### src/rtl/mips_mc_control.sv
// rtl/mips_mc_control.sv - multi-cycle MIPS control sequencer with memory stall/timeout trap
// Optional addi support is enabled by defining MIPS_MC_ADDI_EN.
module mips_mc_control #(
    parameter int MEM_TIMEOUT = 15
) (
    input  logic       clk,
    input  logic       rst,
    input  logic [5:0] opcode,
    input  logic       zero,
    input  logic       mem_ready,
    output logic       pc_write,
    output logic       pc_write_cond,
    output logic       i_or_d,
    output logic       mem_read,
    output logic       mem_write,
    output logic       ir_write,
    output logic       mem_to_reg,
    output logic       reg_dst,
    output logic       reg_write,
    output logic       alu_src_a,
    output logic [1:0] alu_src_b,
    output logic [1:0] alu_op,
    output logic [1:0] pc_source,
    output logic [3:0] state,
    output logic       halted
);

    typedef enum logic [3:0] {
        S_FETCH     = 4'd0,
        S_DECODE    = 4'd1,
        S_MEM_ADDR  = 4'd2,
        S_MEM_RD    = 4'd3,
        S_MEM_WB    = 4'd4,
        S_MEM_WR    = 4'd5,
        S_EXEC      = 4'd6,
        S_R_WB      = 4'd7,
        S_BRANCH    = 4'd8,
        S_JUMP      = 4'd9,
`ifdef MIPS_MC_ADDI_EN
        S_ADDI_EXEC = 4'd10,
        S_ADDI_WB   = 4'd11,
`endif
        S_TRAP      = 4'd15
    } state_t;

    localparam logic [5:0] OP_RTYPE = 6'b000000;
    localparam logic [5:0] OP_LW    = 6'b100011;
    localparam logic [5:0] OP_SW    = 6'b101011;
    localparam logic [5:0] OP_BEQ   = 6'b000100;
    localparam logic [5:0] OP_J     = 6'b000010;
`ifdef MIPS_MC_ADDI_EN
    localparam logic [5:0] OP_ADDI  = 6'b001000;
`endif
    localparam logic [7:0] TIMEOUT_CNT = 8'(MEM_TIMEOUT);

    state_t     state_q, state_d;
    logic [7:0] wait_cnt_q, wait_cnt_d;
    logic       halted_q, halted_d;

    logic [7:0] wait_cnt_inc;
    logic       mem_state;
    logic       timeout;

    // The datapath qualifies pc_write_cond with zero itself.
    logic unused_zero;
    assign unused_zero = zero;

    always_ff @(posedge clk or negedge rst) begin
        if (!rst) begin
            state_q    <= S_FETCH;
            wait_cnt_q <= 8'd0;
            halted_q   <= 1'b0;
        end else begin
            state_q    <= state_d;
            wait_cnt_q <= wait_cnt_d;
            halted_q   <= halted_d;
        end
    end

    assign wait_cnt_inc = wait_cnt_q + 8'd1;
    assign mem_state    = (state_q == S_FETCH) || (state_q == S_MEM_RD) || (state_q == S_MEM_WR);
    assign timeout      = !mem_ready && (wait_cnt_inc == TIMEOUT_CNT);

    always_comb begin
        state_d = state_q;
        case (state_q)
            S_FETCH: begin
                if (mem_ready)    state_d = S_DECODE;
                else if (timeout) state_d = S_TRAP;
            end
            S_DECODE: begin
                case (opcode)
                    OP_RTYPE:     state_d = S_EXEC;
                    OP_LW, OP_SW: state_d = S_MEM_ADDR;
                    OP_BEQ:       state_d = S_BRANCH;
                    OP_J:         state_d = S_JUMP;
`ifdef MIPS_MC_ADDI_EN
                    OP_ADDI:      state_d = S_ADDI_EXEC;
`endif
                    default:      state_d = S_TRAP;
                endcase
            end
            S_MEM_ADDR:  state_d = (opcode == OP_SW) ? S_MEM_WR : S_MEM_RD;
            S_MEM_RD: begin
                if (mem_ready)    state_d = S_MEM_WB;
                else if (timeout) state_d = S_TRAP;
            end
            S_MEM_WB:    state_d = S_FETCH;
            S_MEM_WR: begin
                if (mem_ready)    state_d = S_FETCH;
                else if (timeout) state_d = S_TRAP;
            end
            S_EXEC:      state_d = S_R_WB;
            S_R_WB:      state_d = S_FETCH;
            S_BRANCH:    state_d = S_FETCH;
            S_JUMP:      state_d = S_FETCH;
`ifdef MIPS_MC_ADDI_EN
            S_ADDI_EXEC: state_d = S_ADDI_WB;
            S_ADDI_WB:   state_d = S_FETCH;
`endif
            S_TRAP:      state_d = S_TRAP;
            default:     state_d = S_TRAP;
        endcase
    end

    // Counter restarts on every state change so each memory access gets a fresh budget.
    always_comb begin
        wait_cnt_d = 8'd0;
        if (state_d == state_q && mem_state && !mem_ready) begin
            wait_cnt_d = wait_cnt_inc;
        end
        halted_d = (state_d == S_TRAP);
    end

    always_comb begin
        pc_write      = 1'b0;
        pc_write_cond = 1'b0;
        i_or_d        = 1'b0;
        mem_read      = 1'b0;
        mem_write     = 1'b0;
        ir_write      = 1'b0;
        mem_to_reg    = 1'b0;
        reg_dst       = 1'b0;
        reg_write     = 1'b0;
        alu_src_a     = 1'b0;
        alu_src_b     = 2'b00;
        alu_op        = 2'b00;
        pc_source     = 2'b00;
        case (state_q)
            S_FETCH: begin
                mem_read  = 1'b1;
                alu_src_b = 2'b01;
                ir_write  = mem_ready;
                pc_write  = mem_ready;
            end
            S_DECODE: begin
                alu_src_b = 2'b11;
            end
            S_MEM_ADDR: begin
                alu_src_a = 1'b1;
                alu_src_b = 2'b10;
            end
            S_MEM_RD: begin
                mem_read = 1'b1;
                i_or_d   = 1'b1;
            end
            S_MEM_WB: begin
                reg_write  = 1'b1;
                mem_to_reg = 1'b1;
            end
            S_MEM_WR: begin
                mem_write = 1'b1;
                i_or_d    = 1'b1;
            end
            S_EXEC: begin
                alu_src_a = 1'b1;
                alu_op    = 2'b10;
            end
            S_R_WB: begin
                reg_write = 1'b1;
                reg_dst   = 1'b1;
            end
            S_BRANCH: begin
                alu_src_a     = 1'b1;
                alu_op        = 2'b01;
                pc_write_cond = 1'b1;
                pc_source     = 2'b01;
            end
            S_JUMP: begin
                pc_write  = 1'b1;
                pc_source = 2'b10;
            end
`ifdef MIPS_MC_ADDI_EN
            S_ADDI_EXEC: begin
                alu_src_a = 1'b1;
                alu_src_b = 2'b10;
            end
            S_ADDI_WB: begin
                reg_write = 1'b1;
            end
`endif
            default: ;
        endcase
    end

    assign state  = state_q;
    assign halted = halted_q;

endmodule

### config.mk
export PLATFORM = sky130hd
export DESIGN_NAME = mips_mc_control
export DESIGN_NICKNAME = d
export VERILOG_FILES = /design/src/rtl/mips_mc_control.sv
export SDC_FILE = /design/constraint.sdc
export NUM_CORES = 1
export LEC_CHECK = 0
export BUFFER_PORTS_ARGS = -buffer_cell sky130_fd_sc_hd__clkbuf_2
export CAP_MARGIN = 0
export CORE_UTILIZATION = 50
export DETAILED_ROUTE_END_ITERATION = 8
export PLACE_DENSITY = 0.78
export SLEW_MARGIN = 20
export SYNTH_ARGS = -nofsm -noshare
export SYNTH_HDL_FRONTEND = slang
export SYNTH_SLANG_ARGS = --single-unit
### constraint.sdc
create_clock -name clk -period 2.11 [get_ports clk]
set_clock_uncertainty 0.05 [all_clocks]
set_input_delay 0.211 -clock clk [delete_from_list [all_inputs] [get_ports clk]]
set_output_delay 0.211 -clock clk [all_outputs]
set_load 0.05 [all_outputs]
Yosys cells after proc, flatten, opt, wreduce, memory -nomap -nowiden --
Index checks and enable logic that the tools add are counted.
Word-level totals: register bits after elaboration 13, output and inout bits 21, logic and storage cells 55
Cells by class: add/sub/neg operators 1, equality and inequality tests 16, multiplexer cells 21, reduce and logical (&&, ||, !) cells 14
Operators with widths (count):
- $pmux W4 S7 | 1
- $eq A4 B3 Y1 const B | 4
- $mux W4 | 4
- $pmux W4 S4 | 1
- $eq A4 B4 Y1 const B | 3
- $eq A6 B6 Y1 const B | 2
- $mux W1 | 9
- $add A8 B1 Y8 const B | 1
- $eq A4 B2 Y1 const B | 2
- $eq A8 B4 Y1 const B | 1
- $mux W8 | 1
- $pmux W2 S2 | 2
- $reduce_or A2 Y1 | 4
- $eq A6 B2 Y1 const B | 1
- $eq A6 B3 Y1 const B | 1
- $logic_not A6 Y1 | 1
- $pmux W2 S3 | 1
- $eq A4 B1 Y1 const B | 1
- $eq A4 B4 Y1 | 1
- $logic_not A4 Y1 | 1
- $reduce_or A4 Y1 | 1
- $logic_and A1 B1 Y1 | 3
- $mux W3 | 1
- $reduce_or A3 Y1 | 1
- 3 further kinds | 4

Longest topological paths before layout --
depth after elaboration 10, mapped depth 7, mapped depth without buffers 6

Worst setup path before layout --
Ideal clock, no wire load.
kind register -> output, start register state_q[2] (netlist: state[2]), end output reg_write, arrival time 2703 ps, setup slack -854 ps, stages on the path, launching flop included 5, buffers on the path 1, cell sequence dfrtp_1 -> clkbuf_1 -> nand2b_1 -> nor3_1 -> or2_2
On the way: cells in the longest elaborated chain, start to end 3
RTL lines:
- start, declared | RTL line 56 | state_t state_q, state_d;
- start signal, assigned | RTL line 74 | state_q <= state_d;
- $eq A4 B3 Y1 | RTL line 149 | case (state_q)
- $reduce_or A2 Y1 (no source line) (*)
- $mux W1 (*) | RTL line 149
- end, declared | RTL line 19 | output logic reg_write,
Mark *: on every way between the ends. The rest lies on a longest branch, timed or not.

Final worst setup path --
start register wait_cnt_q[4], end register wait_cnt_q[3]
On the way: cells in the longest elaborated chain, start to end 10
RTL lines:
- start, declared | RTL line 57 | logic [7:0] wait_cnt_q, wait_cnt_d;
- start signal, assigned | RTL line 75 | wait_cnt_q <= wait_cnt_d;
- $add A8 B1 Y8 (*) | RTL line 80 | assign wait_cnt_inc = wait_cnt_q + 8'd1;
- $eq A8 B4 Y1 (*) | RTL line 82 | assign timeout = !mem_ready && (wait_cnt_inc == TIMEOUT_CNT);
- $logic_and A1 B1 Y1 (*) | RTL line 82
- $mux W4 (*) | RTL line 89, 106, 111
- $mux W4 (on tied branches) | RTL line 110, 105, 88
- $pmux W4 S7 (*) | RTL line 86 | case (state_q)
- $eq A4 B4 Y1 (*) | RTL line 129 | if (state_d == state_q && mem_state && !mem_ready) begin
- $logic_and A1 B1 Y1 (*) (2 in a row) | RTL line 129
- $mux W8 (*) | RTL line 129
- via wait_cnt_d[3] | RTL line 57
The timed path passes the listed nets; every way through them passes the cells marked *.

==> flow_summary.yaml <==
final_layout:
  insertedDiodeCount: 0
  drive_gt1_share_pct: 37.67
  area_growth_pct: 22.94
  stdcell_area_um2: 1247
  final.fill_count: 153
  final_net_count: 159
clocking:
  cts_tree: "yes"
  clockBufferDepth: 2
  cts_inserted_buffers: 3
  root_buffer: "clkbuf_4"
  path_clk_slew_ns: 0.07
  clk_latency_ns: 0.27
  htree_levels: 1
  cts_setup_buffers: 0
  numClockSinks: 13
synthesis:
  synth_xor_area_share_pct: 8.631
  yosysWarnings: 0
  synth_compound_area_share_pct: 17.51
  syn_area_um2: 1015
  syn_avg_cell_area_um2: 8.317
  synth_flop_cell: "dfrtp_1"
  synthTopCellsByCount: "22 x nor2_1, 13 x dfrtp_1, 8 x clkbuf_1, 7 x xor2_1, 6 x nand3_1"
  synth_top_family_by_area: "simple AND/OR/NAND/NOR gates"
  syn_nets: 134
  ys_seq_area_share_pct: 32.06
  synth_cells: 122
  synth_mux_area_share_pct: 1.110
  synth_fa_ha_area_share_pct: 2.466
  yosys-top-cells-area: "dfrtp_1 32%, nor2_1 8.1%, xor2_1 6.0%"
  ys_types: 42
  synth_edf_count: 0
  yosysMostFrequentCell: "nor2_1"
  yosys_register_bits: 13
  synthSimpleGateAreaFrac_pct: 32.68
  synthArstFlopShare_pct: 100.0
  yosys.area.top_type_share_pct: 32.06
  synth_top_area_cell: "dfrtp_1"
sta:
  slew_violations: 0
  fmax_mhz: 494.1
  finalHoldViolCount: 0
  setup_viol: 0
  maxSlewHeadroom_pct: 62.58
  period_share_pct: 95.93
  min_period_ns: 2.024
  worst_slew_pin_slew_ns: 0.5573
  rsz0062_at_grt: "no"
floorplanning:
  fp-row-count: 15
  start_util_pct: 55.74
  core_um2: 1821
  die_y_um: 47.05
  boundaryPins: 31
  dieArea_um2: 2214
  dieWidth_um: 47.05
worst_setup_path:
  crit_path_end_kind: "register"
  cp_max_fo: 8
  critical_path_class: "register to register"
  cpPeakStageDelay_ns: 0.55
  crit_required_ns: 2.19
  crit_family: "simple AND/OR/NAND/NOR gates"
  cp.arrival_ns: 2.10
  critPathSlowestCell: "or4_4"
  start_kind: "register"
  crit_buf_inv: 0
  crit_chain: "or4_4 > or4b_4 > o21ai_4 > nor2_1"
grt:
  grt_pass1_vias: 833
  antenna_found_initial: 0
  grt_max_degree: 21
  grt_use_total_pct: 20.19
  grt_pass1_wl_um: 3229
  grt_overflow_total: 0
flow_run:
  max_cap_viol_count: 0
routing:
  firstDrtPassIters: 4
  wl_per_cell_um: 12.18
  drtIter0Drc: 20
  via_per_inst: 5.538
  ant_nets: 0
  wl_um: 2082
  via_count: 947
  route.detailed.drc: 0
placed_design:
  gp_congestion: 0.8896
  place_hpwl_um: 1578
  numPortBuffers: 29
  placed_cell_area_um2: 1202
power:
  share_seq_of_total_power_pct: 59.3
  p_per_area_nw_per_um2: 336.5
  clockPowerShare_pct: 34.1
  p_leak_uw: 0.0005436
  switchingPower_uw: 87.38
  combPwrFrac_pct: 6.6
  swShare_pct: 20.81
  ir_worst_vdd_mv: 0.3346
  intPower_uw: 332.4
  power_uw: 419.8
status:
  status: "finished clean"
min_path:
  hold_class: "input port to register"
## cell families after synthesis
group	count (synthesis)
multiplexers	1
XOR/XNOR	10
adder cells (fa/ha/maj)	2
AO/OA/AOI/OAI	23
buffers and inverters	13
flip-flops	13
AND/OR/NAND/NOR	60
## worst paths after layout
path	from	to	slack, ns	depth (start not counted)
max reg2reg	wait_cnt_q[4]	wait_cnt_q[3]	0.09	4
max	wait_cnt_q[4]	wait_cnt_q[3]	0.09	4
max in group asynchronous	rst	state[3]	1.44	2
min reg2reg	wait_cnt_q[0]	wait_cnt_q[0]	0.43	1
min	opcode[4]	state[2]	0.21	3
min in group asynchronous	rst	wait_cnt_q[4]	0.31	2
## worst register-to-register path: cells and delay by family (launching register included)
| kind | cells | cell delay, ns |
|---|---|---|
| AND/OR/NAND/NOR | 3 | 1.16 |
| flip-flops | 1 | 0.42 |
| AO/OA/AOI/OAI | 1 | 0.25 |
## stage by stage
step	hold WS (ns)	TNS (ns)	utilization [%]	std cells	setup WS (ns)
6_report	0.2148	0	68.52	171	0.08593
3_5_place_dp	0.06642	0	66.05	166	0.03894
2_1_floorplan	-0.1346	-0.9593	-	122	-0.3195
5_1_grt	0.2186	0	68.52	171	0.002319
3_3_place_gp	0.05776	0	66.05	166	0.06648
4_1_cts	0.2041	0	68.04	171	0.02510
## cells in the final DEF, fill, tap and decap left out, types with 2 or more instances in the layout
master    count
nand2b_1      3
o21bai_1      2
ha_1          2
nor4bb_1      2
nor2_4        3
clkbuf_4      3
a41oi_1       3
dfrtp_1       9
inv_1         3
nor2_2        3
nand2_1       4
xnor2_1       3
xor2_1        7
dfrtp_2       4
o21ai_0       4
a21o_1        2
a211oi_1      2
and3_1        5
clkbuf_2     29
nor2_1       17
and2_1        2
nand3_1       6
## what timing repair did
item,in CTS,in global routing
resized for setup,0,2
endpoints found under the setup margin,0,9
hold buffers,1,0
hold endpoints to repair,13,0
## state kept, by name (all words and copies together) (netlist names)
signal and count:
wait_cnt_q 8, state 4, halted 1
## final cells by class
cell class | instances | area [µm²] | area share (%)
multi-input combinational | 96 | 693.2 | 55.57
sequential | 13 | 330.3 | 26.48
timing repair buffer | 30 | 155.1 | 12.44
tap | 25 | 31.28 | 2.508
clock buffer | 4 | 26.28 | 2.106
inverter | 3 | 11.26 | 0.9027
## per-layer routing
layer	routed length, µm	track usage [%]
met2	1086	36.11
met4	15	9.143
met5	0	0
met1	901	24.70
met3	79	1.538
## power by group through the flow
stage                     registers [µW]  logic, µW  clock network (µW)
final                                249       27.7                 143
after global routing                 249       30.5                 162
after CTS                            249       27.4                 150
after detailed placement             254       25.9                   0
after global placement               254       24.2                   0
after floorplan                      254       9.02                   0
(Power assumes the default switching activity.)
